[config.mk]
export PLATFORM = sky130hd
export DESIGN_NAME = axi4_lite_regfile_slave
export DESIGN_NICKNAME = d
export VERILOG_FILES = /design/src/rtl/axi4_lite_regfile_slave.sv
export SDC_FILE = /design/constraint.sdc
export NUM_CORES = 1
export LEC_CHECK = 0
export ABC_AREA = 0
export BUFFER_PORTS_ARGS = -buffer_cell sky130_fd_sc_hd__buf_4
export CORE_AREA = 2 2 460 462
export DETAILED_ROUTE_END_ITERATION = 12
export DIE_AREA = 0 0 462 464
export SLEW_MARGIN = 20
export SYNTH_ARGS = -nofsm -noshare
export SYNTH_HDL_FRONTEND = slang
export SYNTH_SLANG_ARGS = --single-unit
[constraint.sdc]
create_clock -name ACLK -period 2.35 [get_ports ACLK]
set_input_delay 0.47 -clock ACLK [delete_from_list [all_inputs] [get_ports ACLK]]
set_output_delay 0.47 -clock ACLK [all_outputs]
set_load 0.05 [all_outputs]
[src/rtl/axi4_lite_regfile_slave.sv]
// AXI4-Lite slave fronting NUM_REGS memory-mapped registers with byte strobes,
// independent AW/W acceptance, hardware-driven read-only slots and SLVERR/DECERR.
module axi4_lite_regfile_slave #(
  parameter int                    DATA_WIDTH = 32,
  parameter int                    ADDR_WIDTH = 32,
  parameter int                    NUM_REGS   = 16,
  parameter logic [NUM_REGS-1:0]   RO_MASK    = '0,
  parameter logic [DATA_WIDTH-1:0] RESET_VAL  = '0
) (
  input  logic                           ACLK,
  input  logic                           ARESETN,
  input  logic [ADDR_WIDTH-1:0]          AWADDR,
  input  logic                           AWVALID,
  output logic                           AWREADY,
  input  logic [DATA_WIDTH-1:0]          WDATA,
  input  logic [DATA_WIDTH/8-1:0]        WSTRB,
  input  logic                           WVALID,
  output logic                           WREADY,
  output logic [1:0]                     BRESP,
  output logic                           BVALID,
  input  logic                           BREADY,
  input  logic [ADDR_WIDTH-1:0]          ARADDR,
  input  logic                           ARVALID,
  output logic                           ARREADY,
  output logic [DATA_WIDTH-1:0]          RDATA,
  output logic [1:0]                     RRESP,
  output logic                           RVALID,
  input  logic                           RREADY,
  input  logic [NUM_REGS*DATA_WIDTH-1:0] hw_in,
  output logic [NUM_REGS*DATA_WIDTH-1:0] reg_out
);

  localparam int STRB_W = DATA_WIDTH / 8;
  localparam int LSB    = $clog2(STRB_W);
  localparam int IDX_W  = (NUM_REGS > 1) ? $clog2(NUM_REGS) : 1;
  localparam int TOP    = LSB + IDX_W;

  localparam logic [1:0] RESP_OKAY   = 2'b00;
  localparam logic [1:0] RESP_SLVERR = 2'b10;
  localparam logic [1:0] RESP_DECERR = 2'b11;

  // Any set bit above the index field, or an index past the bank, is a decode error.
  function automatic logic addr_oor(input logic [ADDR_WIDTH-1:0] a);
    logic oor;
    oor = 1'b0;
    for (int i = 0; i < ADDR_WIDTH; i++) begin
      if (i >= TOP && a[i]) oor = 1'b1;
    end
    if (int'(a[LSB +: IDX_W]) >= NUM_REGS) oor = 1'b1;
    return oor;
  endfunction

  logic                  r_en;
  logic                  r_aw_held;
  logic [ADDR_WIDTH-1:0] r_aw_addr;
  logic                  r_w_held;
  logic [DATA_WIDTH-1:0] r_wdata;
  logic [STRB_W-1:0]     r_wstrb;
  logic                  r_bvalid;
  logic [1:0]            r_bresp;
  logic                  r_rvalid;
  logic [DATA_WIDTH-1:0] r_rdata;
  logic [1:0]            r_rresp;

  logic                  w_aw_hs;
  logic                  w_w_hs;
  logic                  w_ar_hs;
  logic                  w_commit;
  logic [ADDR_WIDTH-1:0] w_aw_addr;
  logic [DATA_WIDTH-1:0] w_wdata;
  logic [STRB_W-1:0]     w_wstrb;
  logic [IDX_W-1:0]      w_aw_idx;
  logic                  w_aw_oor;
  logic                  w_aw_ro;
  logic                  w_wr_en;
  logic [IDX_W-1:0]      w_ar_idx;
  logic                  w_ar_oor;
  logic [DATA_WIDTH-1:0] w_rd_vec [NUM_REGS];
  logic                  w_unused_lsb;

  // Handshake rule on every channel: a beat transfers on the rising edge where
  // VALID and READY are both high; a source holds VALID and payload stable until then.
  // r_en keeps every READY low while reset is applied and for the edge after it.
  assign AWREADY = r_en && !r_aw_held && !r_bvalid;
  assign WREADY  = r_en && !r_w_held  && !r_bvalid;
  assign ARREADY = r_en && !r_rvalid;
  assign BVALID  = r_bvalid;
  assign BRESP   = r_bresp;
  assign RVALID  = r_rvalid;
  assign RDATA   = r_rdata;
  assign RRESP   = r_rresp;

  assign w_aw_hs = AWVALID && AWREADY;
  assign w_w_hs  = WVALID && WREADY;
  assign w_ar_hs = ARVALID && ARREADY;

  // A beat arriving this cycle is used directly so the response follows on the next edge.
  assign w_aw_addr = r_aw_held ? r_aw_addr : AWADDR;
  assign w_wdata   = r_w_held  ? r_wdata   : WDATA;
  assign w_wstrb   = r_w_held  ? r_wstrb   : WSTRB;
  assign w_commit  = (r_aw_held || w_aw_hs) && (r_w_held || w_w_hs) && !r_bvalid;

  assign w_aw_idx = w_aw_addr[LSB +: IDX_W];
  assign w_aw_oor = addr_oor(w_aw_addr);
  assign w_aw_ro  = !w_aw_oor && RO_MASK[w_aw_idx];
  assign w_wr_en  = w_commit && !w_aw_oor && !w_aw_ro;

  assign w_ar_idx = ARADDR[LSB +: IDX_W];
  assign w_ar_oor = addr_oor(ARADDR);

  assign w_unused_lsb = ^{AWADDR[LSB-1:0], ARADDR[LSB-1:0], r_aw_addr[LSB-1:0]};

  for (genvar g = 0; g < NUM_REGS; g++) begin : g_reg
    if (RO_MASK[g]) begin : g_ro
      assign w_rd_vec[g] = hw_in[g*DATA_WIDTH +: DATA_WIDTH];
      assign reg_out[g*DATA_WIDTH +: DATA_WIDTH] = '0;
    end else begin : g_rw
      logic [DATA_WIDTH-1:0] r_val;
      logic                  w_unused_hw;

      always_ff @(posedge ACLK or negedge ARESETN) begin
        if (!ARESETN) begin
          r_val <= RESET_VAL;
        end else if (w_wr_en && (w_aw_idx == IDX_W'(g))) begin
          for (int b = 0; b < STRB_W; b++) begin
            if (w_wstrb[b]) r_val[b*8 +: 8] <= w_wdata[b*8 +: 8];
          end
        end
      end

      assign w_unused_hw = ^hw_in[g*DATA_WIDTH +: DATA_WIDTH];
      assign w_rd_vec[g] = r_val;
      assign reg_out[g*DATA_WIDTH +: DATA_WIDTH] = r_val;
    end
  end

  always_ff @(posedge ACLK or negedge ARESETN) begin
    if (!ARESETN) begin
      r_en <= 1'b0;
    end else begin
      r_en <= 1'b1;
    end
  end

  always_ff @(posedge ACLK or negedge ARESETN) begin
    if (!ARESETN) begin
      r_aw_held <= 1'b0;
      r_aw_addr <= '0;
      r_w_held  <= 1'b0;
      r_wdata   <= '0;
      r_wstrb   <= '0;
      r_bvalid  <= 1'b0;
      r_bresp   <= RESP_OKAY;
    end else begin
      if (w_commit) begin
        r_aw_held <= 1'b0;
        r_w_held  <= 1'b0;
        r_bvalid  <= 1'b1;
        if (w_aw_oor) begin
          r_bresp <= RESP_DECERR;
        end else if (w_aw_ro) begin
          r_bresp <= RESP_SLVERR;
        end else begin
          r_bresp <= RESP_OKAY;
        end
      end else begin
        if (w_aw_hs) begin
          r_aw_held <= 1'b1;
          r_aw_addr <= AWADDR;
        end
        if (w_w_hs) begin
          r_w_held <= 1'b1;
          r_wdata  <= WDATA;
          r_wstrb  <= WSTRB;
        end
        if (r_bvalid && BREADY) r_bvalid <= 1'b0;
      end
    end
  end

  // Non-blocking update means a same-edge write is not visible to this read.
  always_ff @(posedge ACLK or negedge ARESETN) begin
    if (!ARESETN) begin
      r_rvalid <= 1'b0;
      r_rdata  <= '0;
      r_rresp  <= RESP_OKAY;
    end else if (w_ar_hs) begin
      r_rvalid <= 1'b1;
      if (w_ar_oor) begin
        r_rdata <= '0;
        r_rresp <= RESP_DECERR;
      end else begin
        r_rdata <= w_rd_vec[w_ar_idx];
        r_rresp <= RESP_OKAY;
      end
    end else if (r_rvalid && RREADY) begin
      r_rvalid <= 1'b0;
    end
  end

endmodule
==> impl_metrics.toml, run 1 <==
[power]
leakage_nw = 20.8
peakVddDrop_v = 0.000540
power.switching_mw = 8.75
swShare_pct = 30.5
power_density_nw_per_um2 = 656
p_clk_share_pct = 42.4
p_seq_share_pct = 40.4
fin_total_pwr_mw = 28.7
comb_power_share_pct = 17.1
internal-power_mw = 20.0

[placed_design]
io_buffers = 655
gp_congestion = 0.891
detailed_place_hpwl_mm = 109
post-place-ws_ps = -587
place_area_sq_um = 39200

[worst_setup_path]
end_kind = "register"
arrival_ps = 3110
crit_chain = "nor4_4, nand4_4, buf_12, a221oi_4, buf_12, buf_16, buf_12, nand3_4, mux2_4"
r2r-end = "g_reg[12].g_rw.r_val[11]"
critPathBufInv = 4
critical_path_class = "register to register"
cpLargestDelayFamily = "simple AND/OR/NAND/NOR gates"
cp.required_ps = 2940
worst-path-max-fanout = 8
cp-start-kind = "register"
r2r_start = "r_aw_addr[11]"
max_stage_delay_ps = 410
path_common_cell = "buf_12"
cp_slowest_cell = "dfrtp_1"
reg2reg_depth = 9
r2r_slack_ps = -180

[worst_hold_path]
hp-class = "input port to register"
worstHoldEndpoint = "r_aw_held"
hold_depth = 4
min_from = "AWVALID"

[finish]
final_area_sq_um = 43800
layout.nets = 3325
syn2layout_area_growth_pct = 55.5
layout-drive-gt1-share_pct = 67.7
final_util_pct = 20.9
fill_cells = 22194

[timing]
grt_setup_unrepaired = "true"
clock.fmax_mhz = 396
slew_headroom_pct = 61.2
slew_violations = 0
finalHoldViolCount = 0
timing.final.crit_share_pct = 107
min_period_ps = 2530
setup_viol = 496
setup_slack_ps = -175
final.setup_skew_ps = 42.8
setup_tns_ps = -39430
worst_slew_pin_slew_ps = 566

[clock_network]
numClockSinks = 617
cts_tree = "done"
clk_latency_ps = 730
cts.path.max_buffers = 3
cts_buffers = 77
cts_root_buf = "clkbuf_16"
cts.reportedPaths.clkPinSlew_ps = 60
htreeDepth = 3

[synth]
synthTopCellsByCount = "617 x dfrtp_1, 555 x mux2_2, 128 x mux4_2"
ys_warn_count = 0
synth_top_area_cell = "dfrtp_1"
synth_cell_type_count = 42
ys.flop_type = "dfrtp_1"
synth_seq_area_share_pct = 54.9
synth_edf_count = 0
syn-num-nets = 2376
avgSynthCellArea_sq_um = 16.0
synth_most_common_cell = "dfrtp_1"
synth_top_cell_area_share_pct = 54.9
syn_area_sq_um = 28100
synthArstFlopShare_pct = 100
synth.ff_latch_count = 617
syn_inst = 1757
synth_area_leaders = "dfrtp_1 55%, mux2_2 22%, mux4_2 10%, mux2_1 2.1%, a22oi_1 1.7%"

[grt]
grt-ovfl-total = 0
grt_use_total_pct = 12.9
grt_max_degree = 77
grt_pass1_wl_mm = 191
antenna_found_initial = 13
grt_pass1_vias = 21962

[die]
dieArea_sq_um = 214000
io_pins = 1172
fp.dieH_um = 464
initial_core_util_pct = 13.5
chipWidth_um = 462
core_sq_um = 209000
rows = 168

[detailed_routing]
drt_iter0_drc = 1174
wl_per_cell_um = 25.4
route.detailed.drc = 0
vias_per_cell = 3.76
num_vias = 21011
routed_wl_mm = 142
ant_nets = 0
drtPass1Iterations = 5

[job]
max_cap_viol_count = 0

[run_status]
outcome = "finished, violations left"
violations = "negative setup slack"
what timing repair did:
item,CTS,global route
buffers inserted,30,11
gates resized for setup,112,33
endpoints found under the setup margin,514,514
pin swaps,32,11
hold buffers,69,0
endpoints found under the hold margin,123,0
gates cloned,3,1
layout make-up:
type | instances | area (sq um) | area share, %
antenna | 10 | 25.0 | 0.0572
clock inverter | 31 | 404 | 0.923
tap | 2805 | 3510 | 8.02
multi-input combinational | 1023 | 13000 | 29.8
sequential | 617 | 15400 | 35.3
timing repair buffer | 980 | 9140 | 20.9
clock buffer | 111 | 2190 | 5.01
inverter | 7 | 26.3 | 0.0600
per-stage QoR:
stage               hold WS (ps)  cells
floorplan                    174   1757
global placement             430   5320
detailed placement           430   5321
CTS                         11.1   5564
global route                62.2   5580
finish                       124   5584
metal layers:
layer	vias up	global-route usage (%)	wire length [um]	part of all wire, %
met5	-	0	18	0.013
li1	8698	-	-	-
met4	2	4.61	5400	3.8
met1	11173	16.0	58500	41
met2	936	20.6	65700	46
met3	202	4.38	12200	8.6
logic make-up (layout without fill, tap and decap cells):
kind of cell           after synthesis  after routing  synth area share, %
AO/OA/AOI/OAI                      125            125                 4.07
buffers and inverters              117           1129                 1.82
flip-flops                         617            617                 54.9
multiplexers                       742            742                 34.8
other                                1             11               0.0133
AND/OR/NAND/NOR                    155            155                 4.46
sequential cells by signal, summed over array words and instances, names as in the netlist:
| name | count |
|---|---|
| r_en | 1 |
| g.g_rw.r_val | 512 |
| r_wstrb | 4 |
| r_w_held | 1 |
| RRESP | 1 |
| BRESP | 1 |
| r_aw_addr | 30 |
| r_aw_held | 1 |
| BVALID | 1 |
| RVALID | 1 |
| RDATA | 32 |
| r_wdata | 32 |
worst reg2reg max path, stage by stage, from the launching register on:
cell      delay, ps
dfrtp_1         410
nor4_4          340
nand4_4         160
buf_12          170
a221oi_4        290
buf_12          150
buf_16          170
buf_12          150
nand3_4         180
mux2_4          370
cell usage in the layout (no fill, tap or decap), types with 5 or more instances in the layout:
master	netlist	final
a211oi_4	2	6
a21oi_1	7	6
a22o_1	32	32
a22oi_1	64	64
buf_12	0	106
buf_4	10	758
buf_6	3	35
buf_8	0	7
clkbuf_1	75	20
clkbuf_16	0	78
clkbuf_8	0	14
clkinv_2	0	9
dfrtp_1	617	614
diode_2	0	10
dlygate4sd3_1	0	69
inv_1	7	7
mux2_2	555	547
mux2_4	0	59
mux2i_1	6	6
mux4_2	128	128
nand2_1	41	38
nand3_4	20	46
nand4_4	0	17
nor2_1	11	9
nor4_1	15	8
o32ai_4	0	5
worst max path at each step:
stage	from	end	slack (ps)	cells past startpoint
finish	r_aw_addr[11]	g_reg[12].g_rw.r_val[11]	-180	9
global route	r_aw_addr[25]	g_reg[2].g_rw.r_val[19]	-260	11
CTS	r_aw_addr[6]	g_reg[12].g_rw.r_val[11]	-240	10
detailed placement	AWADDR[25]	g_reg[14].g_rw.r_val[29]	-590	10
global placement	AWADDR[25]	g_reg[14].g_rw.r_val[29]	-560	10
floorplan	AWADDR[11]	g_reg[8].g_rw.r_val[28]	-60	6
power by group through the flow:
stage | Combinational [mW] | Clock (mW) | Sequential, mW
after floorplan | 2.24 | 0 | 11.7
after CTS | 5.04 | 12.6 | 11.6
final | 4.92 | 12.2 | 11.6
after detailed placement | 4.66 | 0 | 11.7
after global routing | 5.29 | 13.0 | 11.7
after global placement | 4.59 | 0 | 11.7
(Power assumes the default switching activity.)
==> run 2: changes to the inputs <==
Settings changed: TNS_END_PERCENT set to 30.
==> impl_metrics.toml, run 2 (synthesis gave the netlist of run 1 again) <==
[timing]
worst_slew_pin_slew_ps = 1010
clock.fmax_mhz = 391
grt_setup_unrepaired = "true"
timing.final.crit_share_pct = 109
slew_violations = 0
setup_viol = 442
slew_headroom_pct = 32.9
setup_slack_ps = -209
min_period_ps = 2560
final.setup_skew_ps = 41.3
finalHoldViolCount = 0

[clock_network]
cts.path.max_buffers = 3
cts_root_buf = "clkbuf_16"
numClockSinks = 617
htreeDepth = 3
cts.reportedPaths.clkPinSlew_ps = 60
cts_tree = "done"
clk_latency_ps = 700
cts_buffers = 79

[worst_setup_path]
cp-start-kind = "register"
critical_path_class = "register to register"
worst-path-max-fanout = 9
arrival_ps = 3120
crit_chain = "nor4_2, buf_4, nand4_2, buf_6, a221oi_4, buf_12, buf_16, buf_12, nand3_4, buf_12, mux2_2"
path_common_cell = "buf_12"
cp.required_ps = 2910
cp_slowest_cell = "dfrtp_1"
end_kind = "register"
max_stage_delay_ps = 380

[placed_design]
dp.cells = 5307
gp_congestion = 0.860
io_buffers = 655
post-place-ws_ps = -472
detailed_place_hpwl_mm = 107

[grt]
grt-ovfl-total = 0
grt_pass1_vias = 22144
grt_use_total_pct = 12.7
antenna_found_initial = 15
grt_max_degree = 99
grt_pass1_wl_mm = 190

[detailed_routing]
routed_wl_mm = 140
route.detailed.drc = 0
num_vias = 20840
drtPass1Iterations = 5
drt_iter0_drc = 1390
vias_per_cell = 3.75
wl_per_cell_um = 25.2
ant_nets = 0

[die]
rows = 168
core_sq_um = 209000
initial_core_util_pct = 13.5
chipWidth_um = 462
io_pins = 1172
dieArea_sq_um = 214000
fp.dieH_um = 464

[finish]
final_util_pct = 20.7
layout-drive-gt1-share_pct = 67.5
fin_cells = 5550
regMostFlops = "g.g_rw.r_val"
layout_common_cells = "745 x buf_4, 613 x dfrtp_1, 555 x mux2_2"
syn2layout_area_growth_pct = 53.6
largest_register_ffs = 512
layout.nets = 3289
fill_cells = 22341
multi_input_area_sq_um = 12800
mostFrequentLayoutCell = "buf_4"
ff_latch_area_sq_um = 15400

[power]
swShare_pct = 29.3
power_density_nw_per_um2 = 678
internal-power_mw = 20.7
p_clk_share_pct = 44.4
comb_power_share_pct = 16.0
leakage_nw = 20.5
power.switching_mw = 8.60
p_seq_share_pct = 39.6
peakVddDrop_v = 0.000534

[worst_hold_path]
hp-class = "input port to register"

[job]
max_cap_viol_count = 0

[run_status]
outcome = "finished, violations left"
violations = "negative setup slack"
==> run 2: cell types whose count changed in the layout (fill, tap and decap cells not counted), sizes merged <==
cell,previous run,this run
buf,910,875
clkbuf,112,103
bufinv,3,10
diode,10,14
dlygate4sd3,69,67
inv,14,16
clkinvlp,4,3
==> run 2: what timing repair did <==
action | in CTS | in global routing
hold endpoints to repair | 107 | 0
pin swaps | 24 | 14
endpoints found under the setup margin | 515 | 514
hold buffers | 67 | 0
gates cloned | 6 | 0
resized for setup | 71 | 14
setup buffers | 13 | 1
==> run 2: path summary, 6_finish.rpt <==
path | startpoint | endpoint | slack, ps | cells after the start
setup / recovery | r_aw_addr[11] | g_reg[13].g_rw.r_val[14] | -210 | 11
hold / removal | AWADDR[9] | r_aw_addr[9] | 150 | 3
setup reg to reg | r_aw_addr[11] | g_reg[13].g_rw.r_val[14] | -210 | 11
hold reg to reg | r_wdata[26] | r_wdata[26] | 500 | 1
max in group asynchronous | ARESETN | r_w_held | 1120 | 3
min in group asynchronous | ARESETN | g_reg[3].g_rw.r_val[4] | 270 | 2
==> run 2: area by class of cell <==
cell class	count	share of cell area (%)
flip-flops and latches	617	35.7
well taps	2805	8.12
diodes	14	0.0810
clock buffers	103	5.13
clock inverters	39	1.21
multi-input cells	1023	29.5
inverters	7	0.0608
repair buffers	942	20.2
==> run 2: stage by stage <==
stage	instance area (sq um)	power, mW	TNS [ps]	hold slack, ps
after floorplan	28300	13.9	-11960	174
after global placement	39000	16.2	-146290	376
after detailed placement	39000	16.3	-145400	375
after CTS	43100	29.8	-52300	42.7
after global routing	43200	30.5	-90050	90.4
final	43200	29.3	-32600	151
==> run 2: power groups by stage <==
stage                     clock network (mW)  logic [mW]  registers (mW)
after floorplan                            0        2.24            11.7
after global placement                     0        4.46            11.7
after detailed placement                   0        4.54            11.7
after CTS                               13.5        4.78            11.6
after global routing                    13.9        5.02            11.6
final                                   13.0        4.70            11.6
==> run 2: worst max-delay path, delay by kind of cell (launching register included) <==
| kind | cells | cell delay, ps |
|---|---|---|
| buffers and inverters | 6 | 950 |
| multiplexers | 1 | 270 |
| AND/OR/NAND/NOR | 3 | 480 |
| flip-flops | 1 | 380 |
| AO/OA/AOI/OAI | 1 | 320 |
==> run 2: metal layers <==
metal	wire length, um	global-route usage, %
met1	57700	15.7
met2	65200	20.6
met3	11200	3.88
met4	5490	5.16
met5	0	0
==> run 3: changes to the inputs <==
Settings changed: CORE_AREA 2 2 460 462 to 2 2 458 460, DIE_AREA 0 0 462 464 to 0 0 460 462.
Clock period 2.35 ns to 3.2 ns, I/O delays scaled along.
==> impl_metrics.toml, run 3 (synthesis gave the netlist of run 1 again) <==
[run_status]
outcome = "finished clean"

[worst_hold_path]
hp-class = "input port to async pin"

[die]
io_pins = 1172
chipWidth_um = 460
initial_core_util_pct = 13.5
rows = 168
fp.dieH_um = 462
dieArea_sq_um = 213000
core_sq_um = 208000

[detailed_routing]
route.detailed.drc = 0
drt_iter0_drc = 1341
num_vias = 20146
vias_per_cell = 3.79
routed_wl_mm = 136
ant_nets = 0
wl_per_cell_um = 25.7
drtPass1Iterations = 7

[timing]
setup_slack_ps = 332
clock.fmax_mhz = 349
slew_headroom_pct = 37.2
setup_tns_ps = 0
timing.final.crit_share_pct = 89.6
grt_setup_unrepaired = "false"
final.setup_skew_ps = 60.1
worst_slew_pin_slew_ps = 942
setup_viol = 0
min_period_ps = 2870
slew_violations = 0
finalHoldViolCount = 0

[job]
max_cap_viol_count = 0

[placed_design]
io_buffers = 655
place_area_sq_um = 37900
detailed_place_hpwl_mm = 105
post-place-ws_ps = 54.5
gp_congestion = 0.822

[finish]
syn2layout_area_growth_pct = 43.6
largest_register_ffs = 512
layout.nets = 3144
final_area_sq_um = 40400
regMostFlops = "g.g_rw.r_val"
layout-drive-gt1-share_pct = 65.4
mostFrequentLayoutCell = "buf_4"
layout_common_cells = "742 x buf_4, 616 x dfrtp_1, 555 x mux2_2"

[clock_network]
cts_root_buf = "clkbuf_16"
cts.reportedPaths.clkPinSlew_ps = 60
cts.path.max_buffers = 3
cts_setup_buffers = 0
numClockSinks = 617
cts_tree = "done"
clk_latency_ps = 720
htreeDepth = 3
cts_buffers = 76

[power]
peakVddDrop_v = 0.000379
leakage_nw = 19.3
fin_total_pwr_mw = 20.2
power_density_nw_per_um2 = 501

[grt]
grt_use_total_pct = 12.4
grt_max_degree = 80
antenna_found_initial = 16
grt-ovfl-total = 0
grt_pass1_vias = 20846
grt_pass1_wl_mm = 182

[worst_setup_path]
worst-path-max-fanout = 16
cp.required_ps = 3750
arrival_ps = 3420
critical_path_class = "register to register"
cp-start-kind = "register"
end_kind = "register"
run 3: stage by stage:
| stage | hold WS, ps | utilization [%] | cells |
|---|---|---|---|
| floorplan | 344 | - | 1757 |
| global placement | 480 | 18.2 | 5166 |
| detailed placement | 487 | 18.2 | 5166 |
| CTS | 3.78 | 19.4 | 5304 |
| global route | 7.70 | 19.4 | 5306 |
| finish | 55.0 | 19.4 | 5314 |
run 3: final timing paths:
| check | startpoint | endpoint | slack [ps] | cells after the start |
|---|---|---|---|---|
| setup / recovery | r_aw_held | g_reg[14].g_rw.r_val[12] | 330 | 7 |
| hold / removal | ARESETN | g_reg[6].g_rw.r_val[12] | 50 | 1 |
| setup reg to reg | r_aw_held | g_reg[14].g_rw.r_val[12] | 330 | 7 |
| hold reg to reg | r_wdata[0] | r_wdata[0] | 500 | 1 |
| max in group asynchronous | ARESETN | r_w_held | 2150 | 2 |
| min in group ACLK | RREADY | RVALID | 120 | 2 |
run 3: metal layers:
metal,GRT usage (%),up-vias,part of all wire (%)
li1,-,8325,-
met1,15.0,10696,40
met2,19.7,911,46
met3,4.63,212,9.0
met4,5.55,2,4.8
met5,0,-,0.0095
run 3: repair_timing:
| item | CTS | global route |
|---|---|---|
| endpoints found under the hold margin | 1 | 0 |
| hold buffers | 1 | 0 |
| gates resized for setup | 0 | 0 |
| setup endpoints to repair | 0 | 0 |
run 3: final cells by class:
type | count | area [sq um]
well taps | 2720 | 3400
fillers | 22419 | 168000
repair buffers | 800 | 6700
clock inverters | 33 | 379
inverters | 7 | 26.3
diodes | 10 | 25.0
multi-input cells | 1023 | 12300
clock buffers | 104 | 2130
flip-flops and latches | 617 | 15400
run 3: critical path: stages (launching register included):
cell	delay [ps]
dfrtp_1	380
buf_4	190
nor4b_1	310
nand4_2	350
a221oi_4	470
buf_12	270
nand3_4	310
mux2_2	380
run 3: power breakdown:
group,total [mW],switching [mW],leakage [nW],internal (mW)
clock,8.72,3.87,1.22,4.85
combinational,3.05,2.05,9.60,1.01
sequential,8.47,0.227,8.47,8.24
total,20.2,6.15,19.3,14.1
